## src/rtl/board_elimination_manager.sv

```systemverilog
// 3x3 board state with per-player oldest-piece elimination, win detection and
// a "next piece to fade" indicator for the display.
module board_elimination_manager #(
    parameter int MAX_MARKS = 3
) (
    input  logic       clk,
    input  logic       rst,
    input  logic [3:0] location,
    input  logic [1:0] mark,
    output logic [1:0] a0,
    output logic [1:0] a1,
    output logic [1:0] a2,
    output logic [1:0] a3,
    output logic [1:0] a4,
    output logic [1:0] a5,
    output logic [1:0] a6,
    output logic [1:0] a7,
    output logic [1:0] a8,
    output logic [1:0] winner,
    output logic       game_over,
    output logic [3:0] fading_loc,
    output logic       fading_valid,
    output logic [7:0] move_count
);

    localparam int CW = $clog2(MAX_MARKS + 1);
    localparam logic [CW-1:0] FULL = CW'(MAX_MARKS);
    localparam logic [1:0] P_X = 2'b10;
    localparam logic [1:0] P_O = 2'b01;

    logic [1:0]    cell_q [9];
    logic [1:0]    cell_d [9];
    logic [3:0]    xq_q [MAX_MARKS];
    logic [3:0]    xq_d [MAX_MARKS];
    logic [3:0]    oq_q [MAX_MARKS];
    logic [3:0]    oq_d [MAX_MARKS];
    logic [CW-1:0] xcnt_q, xcnt_d, ocnt_q, ocnt_d;
    logic [1:0]    last_q, last_d;
    logic [1:0]    winner_q, winner_d;
    logic          game_over_q, game_over_d;
    logic [3:0]    fading_loc_q, fading_loc_d;
    logic          fading_valid_q, fading_valid_d;
    logic [7:0]    move_count_q, move_count_d;

    logic          occupied, accept, x_win, o_win;
    logic [1:0]    ln [8];

    function automatic logic [1:0] line3(input logic [1:0] p, input logic [1:0] q,
                                         input logic [1:0] r);
        return (p == q && q == r) ? p : 2'b00;
    endfunction

    always_comb begin
        cell_d         = cell_q;
        xq_d           = xq_q;
        oq_d           = oq_q;
        xcnt_d         = xcnt_q;
        ocnt_d         = ocnt_q;
        last_d         = last_q;
        winner_d       = winner_q;
        game_over_d    = game_over_q;
        move_count_d   = move_count_q;
        fading_loc_d   = fading_loc_q;
        fading_valid_d = fading_valid_q;
        occupied       = 1'b0;
        x_win          = 1'b0;
        o_win          = 1'b0;

        // Out-of-range locations match no cell, so they never look "empty".
        occupied = 1'b1;
        for (int i = 0; i < 9; i++)
            if (location == 4'(i)) occupied = (cell_q[i] != 2'b00);

        accept = (mark == P_X || mark == P_O) && !occupied && !game_over_q;

        if (accept) begin
            if (mark == P_X) begin
                if (xcnt_q == FULL) begin
                    for (int i = 0; i < 9; i++)
                        if (xq_q[0] == 4'(i)) cell_d[i] = 2'b00;
                    for (int k = 0; k < MAX_MARKS - 1; k++) xq_d[k] = xq_q[k+1];
                    xq_d[MAX_MARKS-1] = location;
                end else begin
                    for (int k = 0; k < MAX_MARKS; k++)
                        if (xcnt_q == CW'(k)) xq_d[k] = location;
                    xcnt_d = xcnt_q + 1'b1;
                end
            end else begin
                if (ocnt_q == FULL) begin
                    for (int i = 0; i < 9; i++)
                        if (oq_q[0] == 4'(i)) cell_d[i] = 2'b00;
                    for (int k = 0; k < MAX_MARKS - 1; k++) oq_d[k] = oq_q[k+1];
                    oq_d[MAX_MARKS-1] = location;
                end else begin
                    for (int k = 0; k < MAX_MARKS; k++)
                        if (ocnt_q == CW'(k)) oq_d[k] = location;
                    ocnt_d = ocnt_q + 1'b1;
                end
            end
            for (int i = 0; i < 9; i++)
                if (location == 4'(i)) cell_d[i] = mark;
            last_d       = mark;
            move_count_d = (move_count_q == 8'hFF) ? move_count_q : move_count_q + 8'd1;
        end

        // Lines are evaluated on the post-elimination board.
        ln[0] = line3(cell_d[0], cell_d[1], cell_d[2]);
        ln[1] = line3(cell_d[3], cell_d[4], cell_d[5]);
        ln[2] = line3(cell_d[6], cell_d[7], cell_d[8]);
        ln[3] = line3(cell_d[0], cell_d[3], cell_d[6]);
        ln[4] = line3(cell_d[1], cell_d[4], cell_d[7]);
        ln[5] = line3(cell_d[2], cell_d[5], cell_d[8]);
        ln[6] = line3(cell_d[0], cell_d[4], cell_d[8]);
        ln[7] = line3(cell_d[2], cell_d[4], cell_d[6]);
        for (int l = 0; l < 8; l++) begin
            if (ln[l] == P_X) x_win = 1'b1;
            if (ln[l] == P_O) o_win = 1'b1;
        end

        if (accept) begin
            if (x_win) begin
                winner_d    = P_X;
                game_over_d = 1'b1;
            end else if (o_win) begin
                winner_d    = P_O;
                game_over_d = 1'b1;
            end

            fading_valid_d = 1'b0;
            fading_loc_d   = 4'd0;
            if (!game_over_d) begin
                if (last_d == P_X && ocnt_d == FULL) begin
                    fading_valid_d = 1'b1;
                    fading_loc_d   = oq_d[0];
                end else if (last_d == P_O && xcnt_d == FULL) begin
                    fading_valid_d = 1'b1;
                    fading_loc_d   = xq_d[0];
                end
            end
        end
    end

    always_ff @(posedge clk or negedge rst) begin
        if (!rst) begin
            for (int i = 0; i < 9; i++) cell_q[i] <= 2'b00;
            for (int k = 0; k < MAX_MARKS; k++) begin
                xq_q[k] <= 4'd0;
                oq_q[k] <= 4'd0;
            end
            xcnt_q         <= '0;
            ocnt_q         <= '0;
            last_q         <= 2'b00;
            winner_q       <= 2'b00;
            game_over_q    <= 1'b0;
            fading_loc_q   <= 4'd0;
            fading_valid_q <= 1'b0;
            move_count_q   <= 8'd0;
        end else begin
            cell_q         <= cell_d;
            xq_q           <= xq_d;
            oq_q           <= oq_d;
            xcnt_q         <= xcnt_d;
            ocnt_q         <= ocnt_d;
            last_q         <= last_d;
            winner_q       <= winner_d;
            game_over_q    <= game_over_d;
            fading_loc_q   <= fading_loc_d;
            fading_valid_q <= fading_valid_d;
            move_count_q   <= move_count_d;
        end
    end

    assign a0           = cell_q[0];
    assign a1           = cell_q[1];
    assign a2           = cell_q[2];
    assign a3           = cell_q[3];
    assign a4           = cell_q[4];
    assign a5           = cell_q[5];
    assign a6           = cell_q[6];
    assign a7           = cell_q[7];
    assign a8           = cell_q[8];
    assign winner       = winner_q;
    assign game_over    = game_over_q;
    assign fading_loc   = fading_loc_q;
    assign fading_valid = fading_valid_q;
    assign move_count   = move_count_q;

endmodule

```

## config.mk

```make
export PLATFORM = sky130hd
export DESIGN_NAME = board_elimination_manager
export DESIGN_NICKNAME = d
export VERILOG_FILES = /design/src/rtl/board_elimination_manager.sv
export SDC_FILE = /design/constraint.sdc
export NUM_CORES = 1
export LEC_CHECK = 0
export ABC_AREA = 1
export CAP_MARGIN = 15
export CORE_ASPECT_RATIO = 1.1
export CORE_UTILIZATION = 32
export CTS_CLUSTER_DIAMETER = 80
export DETAILED_ROUTE_END_ITERATION = 6
export DONT_BUFFER_PORTS = 1
export MAX_ROUTING_LAYER = met4
export SLEW_MARGIN = 20
export SYNTH_ARGS = -nofsm -noshare
export SYNTH_HDL_FRONTEND = slang
export SYNTH_SLANG_ARGS = --single-unit
```

## constraint.sdc

```tcl
create_clock -name clk -period 2.7 [get_ports clk]
set_input_delay 0.54 -clock clk [delete_from_list [all_inputs] [get_ports clk]]
set_output_delay 0.54 -clock clk [all_outputs]
set_load 0.02 [all_outputs]
```

# After elaboration in Yosys (flattened, before gate mapping)

Cells that the tools add are included.

Add/subtract/negate cells: 3
Muxes and demuxes: 94
Magnitude comparators: 0
Multipliers: 0
Div/mod/pow operators: 0
Eq/ne operators: 69
Reduce and logical (&&, ||, !) cells: 40
Shift-type cells: 0
Bitwise gates (word level): 2

Operators with widths:

| kind                                                             | count |
|---|---|
| 2-bit 2-to-1 mux                                                 | 44 |
| 12-bit 2-to-1 mux                                                | 6 |
| 18-bit 2-to-1 mux                                                | 4 |
| 4-bit by 3-bit == test with 1-bit output (second input constant) | 12 |
| 4-bit 2-to-1 mux                                                 | 9 |
| 2-bit == test                                                    | 16 |
| 2-bit == test (second input constant)                            | 16 |
| 1-bit 2-to-1 mux                                                 | 31 |
| 2-bit nonzero test                                               | 14 |
| 2-bit by 1-bit == test with 1-bit output (second input constant) | 12 |
| 4-bit by 2-bit == test with 1-bit output (second input constant) | 6 |
| 4-bit by 1-bit == test with 1-bit output (second input constant) | 3 |
| 4-bit == test (second input constant)                            | 3 |
| 1-bit logical AND                                                | 12 |
| 4-bit logical NOT                                                | 3 |
| 3-bit AND reduction                                              | 4 |
| 8-bit by 1-bit adder with 8-bit output (second input constant)   | 1 |
| 8-bit == test (second input constant)                            | 1 |
| 2-bit by 1-bit adder with 2-bit output (second input constant)   | 2 |
| 2-bit logical NOT                                                | 2 |
| 2-bit AND reduction                                              | 2 |
| 1-bit logical NOT                                                | 2 |
| 1-bit NOT                                                        | 2 |
| 1-bit logical OR                                                 | 1 |

Memories: 0
Memory bits (read-only): 0
RAM bits: 0
Bits in latches: 0
Word-level logic and storage cells: 231
Output and inout bits: 34
Register bits after elaboration: 64
Input bits: 8

# Longest topological paths before layout

Depth after elaboration: 30
Depth in mapped cells: 24
Gate-level depth less buffers: 23

# Least setup slack after synthesis

Ideal clock, no wire load.

Path type: in2reg
Start point: input mark[0]
End point: register game_over_q (netlist: game_over)
Setup slack: 105 ps
Stages: 19
Library setup time: 117 ps
Path buffers: 1
Arrival: 2,478 ps
Required time: 2,583 ps
Cell sequence: clkinv_1 -> ha_1 -> buf_2 -> nor3_1 -> nand2_1 -> nand2_1 -> nor3_1 -> a21oi_1 -> nand3_1 -> nand2_1 -> nor2_1 -> nand2_1 -> nor2_1 -> nor2_1 -> nand3_1 -> nor2_4 -> nand2_2 -> nand2_2 -> nand2_1

Longest elaborated chain between the ends: 20
Elaborated cells on any way between the ends: 83
Those cells by class: 34 x eq/ne; 38 x mux; 11 x reduce/logical

Ends and longest elaborated chain:

| element                                                                   | RTL line | text |
|---|---|---|
| start: declaration                                                        | 9        | `input logic [1:0] mark,` |
| 2-bit == test or 2-bit by 1-bit == test with 1-bit output (tied branches) | 74, 77   |  |
| 1-bit logical OR                                                          | 74       | `accept = (mark == P_X \|\| mark == P_O) && !occupied && !game_over_q;` |
| 1-bit logical AND (2 in a row)                                            | 74       |  |
| 18-bit 2-to-1 mux                                                         | 76       | `if (accept) begin` |
| 2-bit == test                                                             | 50       | `return (p == q && q == r) ? p : 2'b00;` |
| 1-bit logical AND                                                         | 50       |  |
| 2-bit 2-to-1 mux                                                          | 50       |  |
| 2-bit by 1-bit == test with 1-bit output                                  | 117      | `if (ln[l] == P_O) o_win = 1'b1;` |
| 1-bit 2-to-1 mux (8 in a row)                                             | 117      |  |
| 1-bit 2-to-1 mux                                                          | 124      | `end else if (o_win) begin` |
| 1-bit 2-to-1 mux                                                          | 121      | `if (x_win) begin` |
| 1-bit 2-to-1 mux                                                          | 120      | `if (accept) begin` |
| end signal: assignment                                                    | 166      | `game_over_q <= game_over_d;` |
| end: declaration                                                          | 40       | `logic game_over_q, game_over_d;` |

Several ways; a longest one is shown, not always the timed one. The select of a mux whose other input is x is not followed.
A chain may end at the register's enable or synchronous reset.

==> impl_metrics.env <==
export IMPL_hp_class="in2async"
export IMPL_post_route_util_pct=40.9
export IMPL_drc=0
export IMPL_fin_skew_ns=0.00513
export IMPL_numCtsBuffers=9
export IMPL_rr_endpoint="fading_loc[2]$_DFFE_PN0N_"
export IMPL_synthAdderAreaFrac_pct=0.603
export IMPL_timing_worst_setup_path_type="reg2reg"
export IMPL_cts_htree_levels=3
export IMPL_rr_startpoint="a0[0]$_DFF_PN0_"
export IMPL_routed_via_density=4.91
export IMPL_layout_setup_ws_ns=0.218
export IMPL_p_leak_nw=2.64
export IMPL_synth_seq_area_share_pct=38.6
export IMPL_hold_viol_final=0
export IMPL_num_nets_final=687
export IMPL_cp_depth=19
export IMPL_synth_seq_cells=64
export IMPL_path_clk_slew_ns=0.06
export IMPL_core_um2=12600
export IMPL_grt_pass1_vias=3860
export IMPL_place_area_um2=4800
export IMPL_numPortBuffers=0
export IMPL_setup_worst_path_start="a0[0]$_DFF_PN0_"
export IMPL_layout_common_cells="nand2_1 (164), inv_1 (76), buf_4 (68)"
export IMPL_synth_xor_xnor_area_share_pct=0.844
export IMPL_via_count=4121
export IMPL_worst_r2r_path_depth=19
export IMPL_max_cap_violations=0
export IMPL_cp_max_fo=10
export IMPL_dp_hpwl_um=9820
export IMPL_yosys_area_share_simple_pct=38.0
export IMPL_max_slew_margin_pct=71.7
export IMPL_grt_setup_unrepaired="false"
export IMPL_path_common_cell="nand2_1"
export IMPL_max_slew_worst_pin_slew_ns=0.420
export IMPL_cts_path_max_buffers=2
export IMPL_ff2ff_setup_slack_ns=0.22
export IMPL_avgRoutedWirePerCell_um=15.0
export IMPL_die_w_um=111
export IMPL_drive_gt1_share_pct=22.1
export IMPL_crit_required_ns=2.98
export IMPL_crit_family="simple AND/OR/NAND/NOR gates"
export IMPL_finalInstanceArea_um2=5170
export IMPL_cts_root_buf="clkbuf_16"
export IMPL_syn_to_final_growth_pct=24.6
export IMPL_crit_chain="nor2_1 > nand3_1 > nand2_1 > nor2_1 > nand2_1 > nand2_2 > nand4_4 > buf_4 > nand3_1 > nand2_1 > inv_1 > nand2_1 > nor2_1 > nor2_1 > nand3_1 > nor2_4 > buf_12 > nand3_1 > nand2_1"
export IMPL_busiest_layer="met2"
export IMPL_dieArea_um2=13400
export IMPL_synth_compound_area_share_pct=10.9
export IMPL_timing_final_crit_period_ns=2.48
export IMPL_synth_distinct_cells=37
export IMPL_grt_pass1_wl_um=20100
export IMPL_drv_slew=0
export IMPL_io_pins=42
export IMPL_die_h_um=121
export IMPL_overflow=0
export IMPL_cpMaxStageDelayCell="dfrtp_1"
export IMPL_synth_warnings=0
export IMPL_met1_usage_pct=24.1
export IMPL_outcome="complete, no violations"
export IMPL_p_per_area_nw_per_um2=486
export IMPL_avgSynthCellArea_um2=6.85
export IMPL_start_kind="register"
export IMPL_start_util_pct=32.8
export IMPL_grt_max_degree=65
export IMPL_grt_use_met3_pct=6.69
export IMPL_max_freq_ghz=0.403
export IMPL_muxShareOfSynthArea_pct=0.513
export IMPL_cts_tree="built"
export IMPL_cts_setup_buffers=0
export IMPL_clk_latency_ns=0.34
export IMPL_synth_top_family_by_area="simple AND/OR/NAND/NOR gates"
export IMPL_ir_drop_mv=0.367
export IMPL_grt_util_all_layers_pct=20.1
export IMPL_synth_area_um2=4150
export IMPL_clock_sinks=64
export IMPL_cp_arrival_ns=2.76
export IMPL_place_ws_ns=-0.128
export IMPL_crit_path_end_kind="register"
export IMPL_firstDrtPassIters=7
export IMPL_path_buf_inv=3
export IMPL_place_gp_congestion=1.01
export IMPL_setup_viol=0
export IMPL_synth_edf_count=0
export IMPL_async_reset_ff_share_pct=100
export IMPL_cpPeakStageDelay_ns=0.38
export IMPL_grt_antenna_before_repair=0
export IMPL_antenna_left=0
export IMPL_drt_wl_total_um=12600
export IMPL_synthFlopType="dfrtp_1"
export IMPL_groute_layer_met2_usage_pct=31.0
export IMPL_netlist_instances=606
export IMPL_num_antenna_cells=0
export IMPL_postSynthNetCount=616
export IMPL_drt_iter0_markers=365
export IMPL_critical_path_endpoint="fading_loc[2]$_DFFE_PN0N_"
export IMPL_final_common_cell="nand2_1"
export IMPL_period_share_pct=91.9
export IMPL_placementRows=43
==> power by group <==
| part | internal, mW | leakage, nW | switching, mW |
|---|---|---|---|
| Clock | 0.767 | 0.149 | 0.448 |
| Sequential | 0.980 | 0.730 | 0.0163 |
| Combinational | 0.115 | 1.76 | 0.188 |
==> routing by layer <==
metal	vias to the layer above	part of all wire, %	routed length (µm)
met2	133	46	5780
met1	1889	44	5490
li1	2075	-	-
met3	24	7.8	973
met5	-	0	0
met4	0	2.5	310
==> cell usage after synthesis, types with 2 or more instances <==
cell type / count / area (µm²)
nand4_1: 8 / 50.1
nor2_2: 6 / 37.5
nor2_4: 2 / 22.5
clkbuf_1: 2 / 7.51
o22ai_1: 8 / 50.1
o21ai_2: 2 / 17.5
clkinv_1: 3 / 11.3
nand3_1: 48 / 240
ha_1: 2 / 25.0
nand3b_1: 11 / 82.6
buf_6: 4 / 45.0
inv_1: 77 / 289
dfrtp_1: 64 / 1600
o21ai_0: 60 / 300
nor3_1: 16 / 80.1
buf_2: 4 / 20.0
inv_2: 15 / 56.3
a21oi_1: 6 / 30.0
nor2_1: 59 / 221
nand2_2: 23 / 144
xor2_1: 3 / 26.3
o21ai_1: 2 / 10.0
nand2_1: 164 / 616
nand3_2: 4 / 40.0
==> through the flow <==
stage / cells / setup TNS (ns) / power, mW / hold WS, ns
6_report: 839 / 0 / 2.51 / 0.0652
5_1_grt: 839 / 0 / 2.62 / 0.0832
4_1_cts: 839 / 0 / 2.54 / 0.0822
3_5_place_dp: 822 / -0.856 / 1.29 / 0.247
3_3_place_gp: 822 / -1.10 / 1.29 / 0.247
2_1_floorplan: 606 / 0 / 1.17 / 0.244
==> worst register-to-register path, delay by kind of cell, from the launching register on <==
kind,cells,cell delay [ns]
AND/OR/NAND/NOR,16,1.62
buffers and inverters,3,0.40
flip-flops,1,0.38
==> cell families after synthesis <==
kind of cell,count (synthesis)
AO/OA/AOI/OAI,83
adder cells (fa/ha/maj),2
XOR/XNOR,4
AND/OR/NAND/NOR,345
multiplexers,2
buffers and inverters,106
flip-flops,64
==> layout make-up <==
cell class                      count  area, µm²
Clock buffer                       12        256
Clock inverter                      4       51.3
Fill cell                        1260       7470
Inverter                           96        363
Multi-Input combinational cell    436       2140
Sequential cell                    64       1600
Tap cell                          157        196
Timing Repair Buffer               70        558
==> what timing repair did <==
item,CTS,global route
hold endpoints to repair,64,0
hold buffers,1,0
gates resized for setup,0,9
endpoints found under the setup margin,0,8
==> flip-flops by register name, indices dropped and copies added (netlist names), 2 cells and up <==
name        count
oq_q           12
xq_q           12
move_count      8
fading_loc      4
a0              2
a1              2
a2              2
a3              2
a4              2
a5              2
a6              2
a7              2
a8              2
last_q          2
ocnt_q          2
winner          2
xcnt_q          2
==> how the worst min path moves through the flow <==
stage | start | end | slack [ns] | depth (start not counted)
2_1_floorplan | rst | a0[0]$_DFF_PN0_ | 0.24 | 0
3_3_place_gp | rst | oq_q[0]$_DFFE_PN0P_ | 0.25 | 0
3_5_place_dp | rst | oq_q[0]$_DFFE_PN0P_ | 0.25 | 0
4_1_cts | rst | xq_q[8]$_DFF_PN0_ | 0.08 | 1
5_1_grt | rst | ocnt_q[0]$_DFF_PN0_ | 0.08 | 1
6_report | rst | ocnt_q[0]$_DFF_PN0_ | 0.07 | 1
(Power assumes the default switching activity.)
